--- src/rtl/alarm_ringer.sv ---
// Alarm sequencer: turns the rising edge of the time/alarm match into a play request
// for the song player, with keyboard snooze/dismiss, a snooze budget and a ring timeout.
module alarm_ringer #(
    parameter int unsigned RING_TIMEOUT_S = 60,
    parameter int unsigned SNOOZE_S       = 300,
    parameter int unsigned MAX_SNOOZE     = 3,
    parameter int unsigned CNT_W          = 9
) (
    input  logic             clk,
    input  logic             reset,
    input  logic             sec_tick,
    input  logic             alarm_match,
    input  logic             alarm_on,
    input  logic             snooze_key,
    input  logic             dismiss_key,
    output logic             play_sound,
    output logic             snoozing,
    output logic [CNT_W-1:0] secs_left,
    output logic [1:0]       snoozes_left,
    output logic             done_pulse
);

    typedef enum logic [1:0] {
        ST_IDLE   = 2'd0,
        ST_RING   = 2'd1,
        ST_SNOOZE = 2'd2,
        ST_DONE   = 2'd3
    } state_t;

    localparam logic [CNT_W-1:0] RING_LEN    = CNT_W'(RING_TIMEOUT_S);
    localparam logic [CNT_W-1:0] RING_LAST   = CNT_W'(RING_TIMEOUT_S - 1);
    localparam logic [CNT_W-1:0] SNOOZE_LEN  = CNT_W'(SNOOZE_S);
    localparam logic [CNT_W-1:0] SNOOZE_LAST = CNT_W'(SNOOZE_S - 1);
    localparam logic [CNT_W-1:0] CNT_ZERO    = {CNT_W{1'b0}};
    localparam logic [CNT_W-1:0] CNT_ONE     = CNT_W'(1);
    localparam logic [1:0]       MAX_SN      = 2'(MAX_SNOOZE);

    state_t           state_q, state_d;
    logic [CNT_W-1:0] sec_cnt_q, sec_cnt_d;
    logic [1:0]       snooze_cnt_q, snooze_cnt_d;
    logic             match_q;
    logic             rise_s;
    logic             done_q, done_d;
    logic [CNT_W-1:0] secs_left_q, secs_left_d;
    logic [1:0]       snoozes_left_q, snoozes_left_d;

    // Remaining snoozes, clamped at zero
    function automatic logic [1:0] snz_left(input logic [1:0] used);
        if (used >= MAX_SN) begin
            return 2'd0;
        end else begin
            return MAX_SN - used;
        end
    endfunction

    assign rise_s = alarm_match & ~match_q;

    // Next-state, counter and output decode
    always_comb begin
        state_d      = state_q;
        sec_cnt_d    = sec_cnt_q;
        snooze_cnt_d = snooze_cnt_q;
        case (state_q)
            ST_IDLE: begin
                if (rise_s && alarm_on) begin
                    state_d      = ST_RING;
                    sec_cnt_d    = CNT_ZERO;
                    snooze_cnt_d = 2'd0;
                end else begin
                    state_d = ST_IDLE;
                end
            end
            ST_RING: begin
                if (!alarm_on) begin
                    state_d      = ST_IDLE;
                    sec_cnt_d    = CNT_ZERO;
                    snooze_cnt_d = 2'd0;
                end else if (dismiss_key) begin
                    state_d   = ST_DONE;
                    sec_cnt_d = CNT_ZERO;
                end else if (snooze_key && (snooze_cnt_q < MAX_SN)) begin
                    state_d      = ST_SNOOZE;
                    sec_cnt_d    = CNT_ZERO;
                    snooze_cnt_d = snooze_cnt_q + 2'd1;
                end else if (sec_tick) begin
                    // An exhausted snooze key lands here and the ring keeps counting
                    if (sec_cnt_q == RING_LAST) begin
                        state_d   = ST_DONE;
                        sec_cnt_d = CNT_ZERO;
                    end else begin
                        sec_cnt_d = sec_cnt_q + CNT_ONE;
                    end
                end else begin
                    state_d = ST_RING;
                end
            end
            ST_SNOOZE: begin
                if (!alarm_on) begin
                    state_d      = ST_IDLE;
                    sec_cnt_d    = CNT_ZERO;
                    snooze_cnt_d = 2'd0;
                end else if (dismiss_key) begin
                    state_d   = ST_DONE;
                    sec_cnt_d = CNT_ZERO;
                end else if (sec_tick) begin
                    if (sec_cnt_q == SNOOZE_LAST) begin
                        state_d   = ST_RING;
                        sec_cnt_d = CNT_ZERO;
                    end else begin
                        sec_cnt_d = sec_cnt_q + CNT_ONE;
                    end
                end else begin
                    state_d = ST_SNOOZE;
                end
            end
            ST_DONE: begin
                // Hold until the match second has passed so it cannot retrigger
                if (!alarm_match) begin
                    state_d      = ST_IDLE;
                    sec_cnt_d    = CNT_ZERO;
                    snooze_cnt_d = 2'd0;
                end else begin
                    state_d = ST_DONE;
                end
            end
            default: begin
                state_d      = ST_IDLE;
                sec_cnt_d    = CNT_ZERO;
                snooze_cnt_d = 2'd0;
            end
        endcase

        done_d = (state_d == ST_DONE) && (state_q != ST_DONE);

        case (state_d)
            ST_RING:   secs_left_d = RING_LEN - sec_cnt_d;
            ST_SNOOZE: secs_left_d = SNOOZE_LEN - sec_cnt_d;
            default:   secs_left_d = CNT_ZERO;
        endcase

        snoozes_left_d = snz_left(snooze_cnt_d);
    end

    // State, counters and registered outputs
    always_ff @(posedge clk) begin
        if (reset) begin
            state_q        <= ST_IDLE;
            sec_cnt_q      <= CNT_ZERO;
            snooze_cnt_q   <= 2'd0;
            match_q        <= 1'b0;
            done_q         <= 1'b0;
            secs_left_q    <= CNT_ZERO;
            snoozes_left_q <= MAX_SN;
        end else begin
            state_q        <= state_d;
            sec_cnt_q      <= sec_cnt_d;
            snooze_cnt_q   <= snooze_cnt_d;
            match_q        <= alarm_match;
            done_q         <= done_d;
            secs_left_q    <= secs_left_d;
            snoozes_left_q <= snoozes_left_d;
        end
    end

    assign play_sound   = (state_q == ST_RING);
    assign snoozing     = (state_q == ST_SNOOZE);
    assign secs_left    = secs_left_q;
    assign snoozes_left = snoozes_left_q;
    assign done_pulse   = done_q;

endmodule

--- config.mk ---
export PLATFORM = sky130hd
export DESIGN_NAME = alarm_ringer
export DESIGN_NICKNAME = d
export VERILOG_FILES = /design/src/rtl/alarm_ringer.sv
export SDC_FILE = /design/constraint.sdc
export NUM_CORES = 1
export LEC_CHECK = 0
export ABC_AREA = 1
export CAP_MARGIN = 20
export CORE_UTILIZATION = 45
export DETAILED_ROUTE_END_ITERATION = 8
export PLACE_DENSITY = 0.73
export SLEW_MARGIN = 5
export SYNTH_ARGS = -nofsm -noshare
export SYNTH_HDL_FRONTEND = slang
export SYNTH_SLANG_ARGS = --single-unit
--- constraint.sdc ---
create_clock -name clk -period 2.6 [get_ports clk]
set_input_delay 0.26 -clock clk [delete_from_list [all_inputs] [get_ports clk]]
set_output_delay 0.26 -clock clk [all_outputs]
set_load 0.03 [all_outputs]
==> metrics.md, run 1 <==
| Metric | Value |
|---|---|
| Top_reg_cell synth | `dfxtp_1` |
| Number of synthesized register bits | `26` |
| Tcrit/Tclk final | `approximately 96%` |
| Post-synth EDFFs | `0` |
| Clock root buffer | `clkbuf_8` |
| Die Wd | `between 60 and 70 µm` |
| 1st-pass router iterations | `4` |
| Clock sinks | `26` |
| CP Max Fanout | `3` |
| First-pass GRT wire length | `about 7500 µm` |
| Post-route ant nets | `0` |
| Worst slew pin tran | `between 0.3 and 0.4 ns` |
| Most frequent cells in the layout | `83 x nand2_1, 39 x nor2_1, 37 x inv_1` |
| Max IR drop VDD | `approximately 0.00045 V` |
| Post-Syn Nets | `about 300` |
| Register share of total power | `between 40 and 50%` |
| Syn_area_per_cell | `~6.3 µm²` |
| Max-slew violation count | `0` |
| PD cells | `between 300 and 400 nW/µm²` |
| Number of port buffers | `20` |
| Clk_skew | `approximately 0.0027 ns` |
| TritonCTS Buffers | `3` |
| Synth Warn # | `0` |
| Hold WS | `0.512 ns` |
| Initial Util | `48.8%` |
| Total Wirelength | `between 4000 and 5000 µm` |
| Fraction of layout cells with a size suffix above 1 | `24.9%` |
| Achievable Freq | `around 400 MHz` |
| Layout area overhead | `28.7%` |
| Hold_buf cts | `0` |
| Initial antenna violation count | `0` |
| Core ar. | `between 3000 and 4000 µm²` |
| Yosys cell types | `34` |
| Vias | `1887` |
| Crit path arrival time | `2.67 ns` |
| Final Hold Viols | `0` |
| Synth area leader | `dfxtp_1` |
| Diode count | `0` |
| Sw Ratio | `25.6%` |
| Worst Setup Path Type | `reg -> reg` |
| Switching pwr | `~0.00024 W` |
| Crit path launch type | `flop` |
| Worst min path class | `reg -> reg` |
| DRC violations left | `0` |
| Wire length per cell | `roughly 12 µm` |
| Clock-pin slew on the worst setup and hold paths | `0.09 ns` |
| Vias per cell | `~4.9` |
| Most common cell after layout, fill and taps aside | `nand2_1` |
| DIE AREA | `4380 µm²` |
| FFs w/ async S/R, synth | `0%` |
| Iter 0 DRT Violations | `between 100 and 150` |
| Internal Power | `just under 0.0007 W` |
| Max-cap violations | `0` |
| GRT Overall Usage | `22.2%` |
| Min cycle time layout | `2.50 ns` |
| Synth area leaders | `dfxtp_1 28%, nand2_1 17%, nor2_1 8.5%` |
| Post-synthesis sequential area ratio | `approximately 28%` |
| Yosys top cell area share | `about 28%` |
| GPL Wtd Cong | `roughly 0.96` |
| Final #Nets | `352` |
| # H-tree levels | `1` |
| Worst Setup End Kind | `flop` |
| Setup violations, final | `0` |
| Die height | `66.2 µm` |
| Post-route setup slack | `0.0983 ns` |
| Leak Pwr | `1.16 nW` |
| Slew margin rel. | `73.9%` |
| FP Rows | `22` |
| Worst-Skew Late Latency | `0.27 ns` |
| Required time worst endpoint | `approximately 2.8 ns` |
| Outcome | `completed` |
| Mapped Area | `around 1900 µm²` |
| Io pins | `21` |
| CTS tree | `done` |
| Largest net degree at the start of global routing | `16` |
| Via count of the first global-routing pass | `roughly 1700` |
| Pre-CTS setup slack | `-0.0141 ns` |
| Hpwl dp | `3700 µm` |
| Fillers | `343` |
| Total grt overflow | `0` |
| CTS max path bufs | `2` |
| Clock share of power | `between 30% and 40%` |
| RSZ-0062 raised after global routing | `true` |
| Post-Syn Instances | `between 200 and 300` |
| Comb power frac | `between 20% and 30%` |
[final timing paths]
check                           depth (start not counted)                  startpoint                         end  slack (ns)
worst max register to register                         19     sec_cnt_q[0]$_SDFF_PP0_     secs_left[7]$_SDFF_PP0_         0.1
worst min-delay path                                    1  snooze_cnt_q[0]$_SDFF_PP0_  snooze_cnt_q[0]$_SDFF_PP0_        0.51
worst min register to register                          1  snooze_cnt_q[0]$_SDFF_PP0_  snooze_cnt_q[0]$_SDFF_PP0_        0.51
worst max-delay path                                   19     sec_cnt_q[0]$_SDFF_PP0_     secs_left[7]$_SDFF_PP0_         0.1
[final cells by class]
cell class                 count  area [µm²]  share of cell area [%]
sequential                    26         526                    22.0
tap                           48        60.1                    2.52
timing repair buffer          43         373                    15.6
multi-input combinational    217        1180                    49.3
inverter                      48         181                    7.60
clock buffer                   3        41.3                    1.73
clock inverter                 1        30.0                    1.26
[layer usage]
metal / up-vias / track usage (%) / part of all wire (%)
met4: 0 / 4.79 / 0.61
met5: - / 0 / 0
li1: 1000 / - / -
met2: 35 / 36.7 / 48
met1: 848 / 31.3 / 49
met3: 4 / 1.38 / 3.0
[state kept, by name, indices dropped and copies added (netlist names)]
name	flops
snoozes_left	2
state_q	2
snooze_cnt_q	2
sec_cnt_q	9
done_pulse	1
match_q	1
secs_left	9
[power by group through the flow]
stage	clock (W)	combinational (W)	sequential, W
after floorplan	0	0.0000863	0.000445
after global placement	0	0.000172	0.000428
after detailed placement	0	0.000173	0.000427
after CTS	0.000335	0.000178	0.000419
after global routing	0.000346	0.000203	0.000420
final	0.000328	0.000186	0.000419
[synthesized netlist by cell type, types with 4 or more instances]
cell     number
a21oi_1      13
dfxtp_1      26
ha_1          6
inv_1        38
inv_2         9
nand2_1      84
nand2_2       9
nand2_4       4
nand3_1      18
nand3_2       5
nand4_1       4
nor2_1       42
nor2_2        6
o21ai_0       8
[stage by stage]
stage / power, W / setup TNS, ns / utilization [%] / instance area [µm²] / std cells
2_1_floorplan: 0.000532 / 0 / - / 1860 / 295
3_3_place_gp: 0.000599 / 0 / 58.9 / 2240 / 379
3_5_place_dp: 0.000600 / -0.0141 / 58.9 / 2240 / 379
4_1_cts: 0.000932 / 0 / 61.0 / 2320 / 384
5_1_grt: 0.000970 / -0.0439 / 62.8 / 2390 / 386
6_report: 0.000933 / 0 / 62.8 / 2390 / 386
[worst max-delay path: stages, from the launching register on]
cell and delay, ns:
dfxtp_2 0.37, ha_4 0.14, nand2_2 0.06, nor2_2 0.13
nand3_2 0.09, a21oi_2 0.15, o21ai_1 0.08, nand3_1 0.10
nor2_1 0.04, nor2_1 0.14, inv_1 0.09, ha_2 0.21
inv_2 0.07, ha_4 0.20, nand4_1 0.08, nand2_1 0.08
nor2_2 0.12, nand2_2 0.07, a21oi_2 0.15, nor2_2 0.05
[repair_timing]
action,in CTS,in global routing
setup buffers,1,2
endpoints found under the hold margin,0,0
pin swaps,2,9
endpoints found under the setup margin,1,5
gates resized for setup,1,20
[cells by family after synthesis]
logic type,synth area share (%)
adders and majority gates,4.05
and+or+nand+nor,44.5
DFF,28.1
xor gates and xnor gates,1.42
AOI/OAI and AO/OA,10.7
buffers and inverters,11.3
Power figures use the tool's default switching activity.
==> inputs of run 2 (changes only) <==
- CTS_CLUSTER_SIZE: unset -> 40
==> results of run 2 <==
Final layout, timing and power as in run 1 (identical DEF).
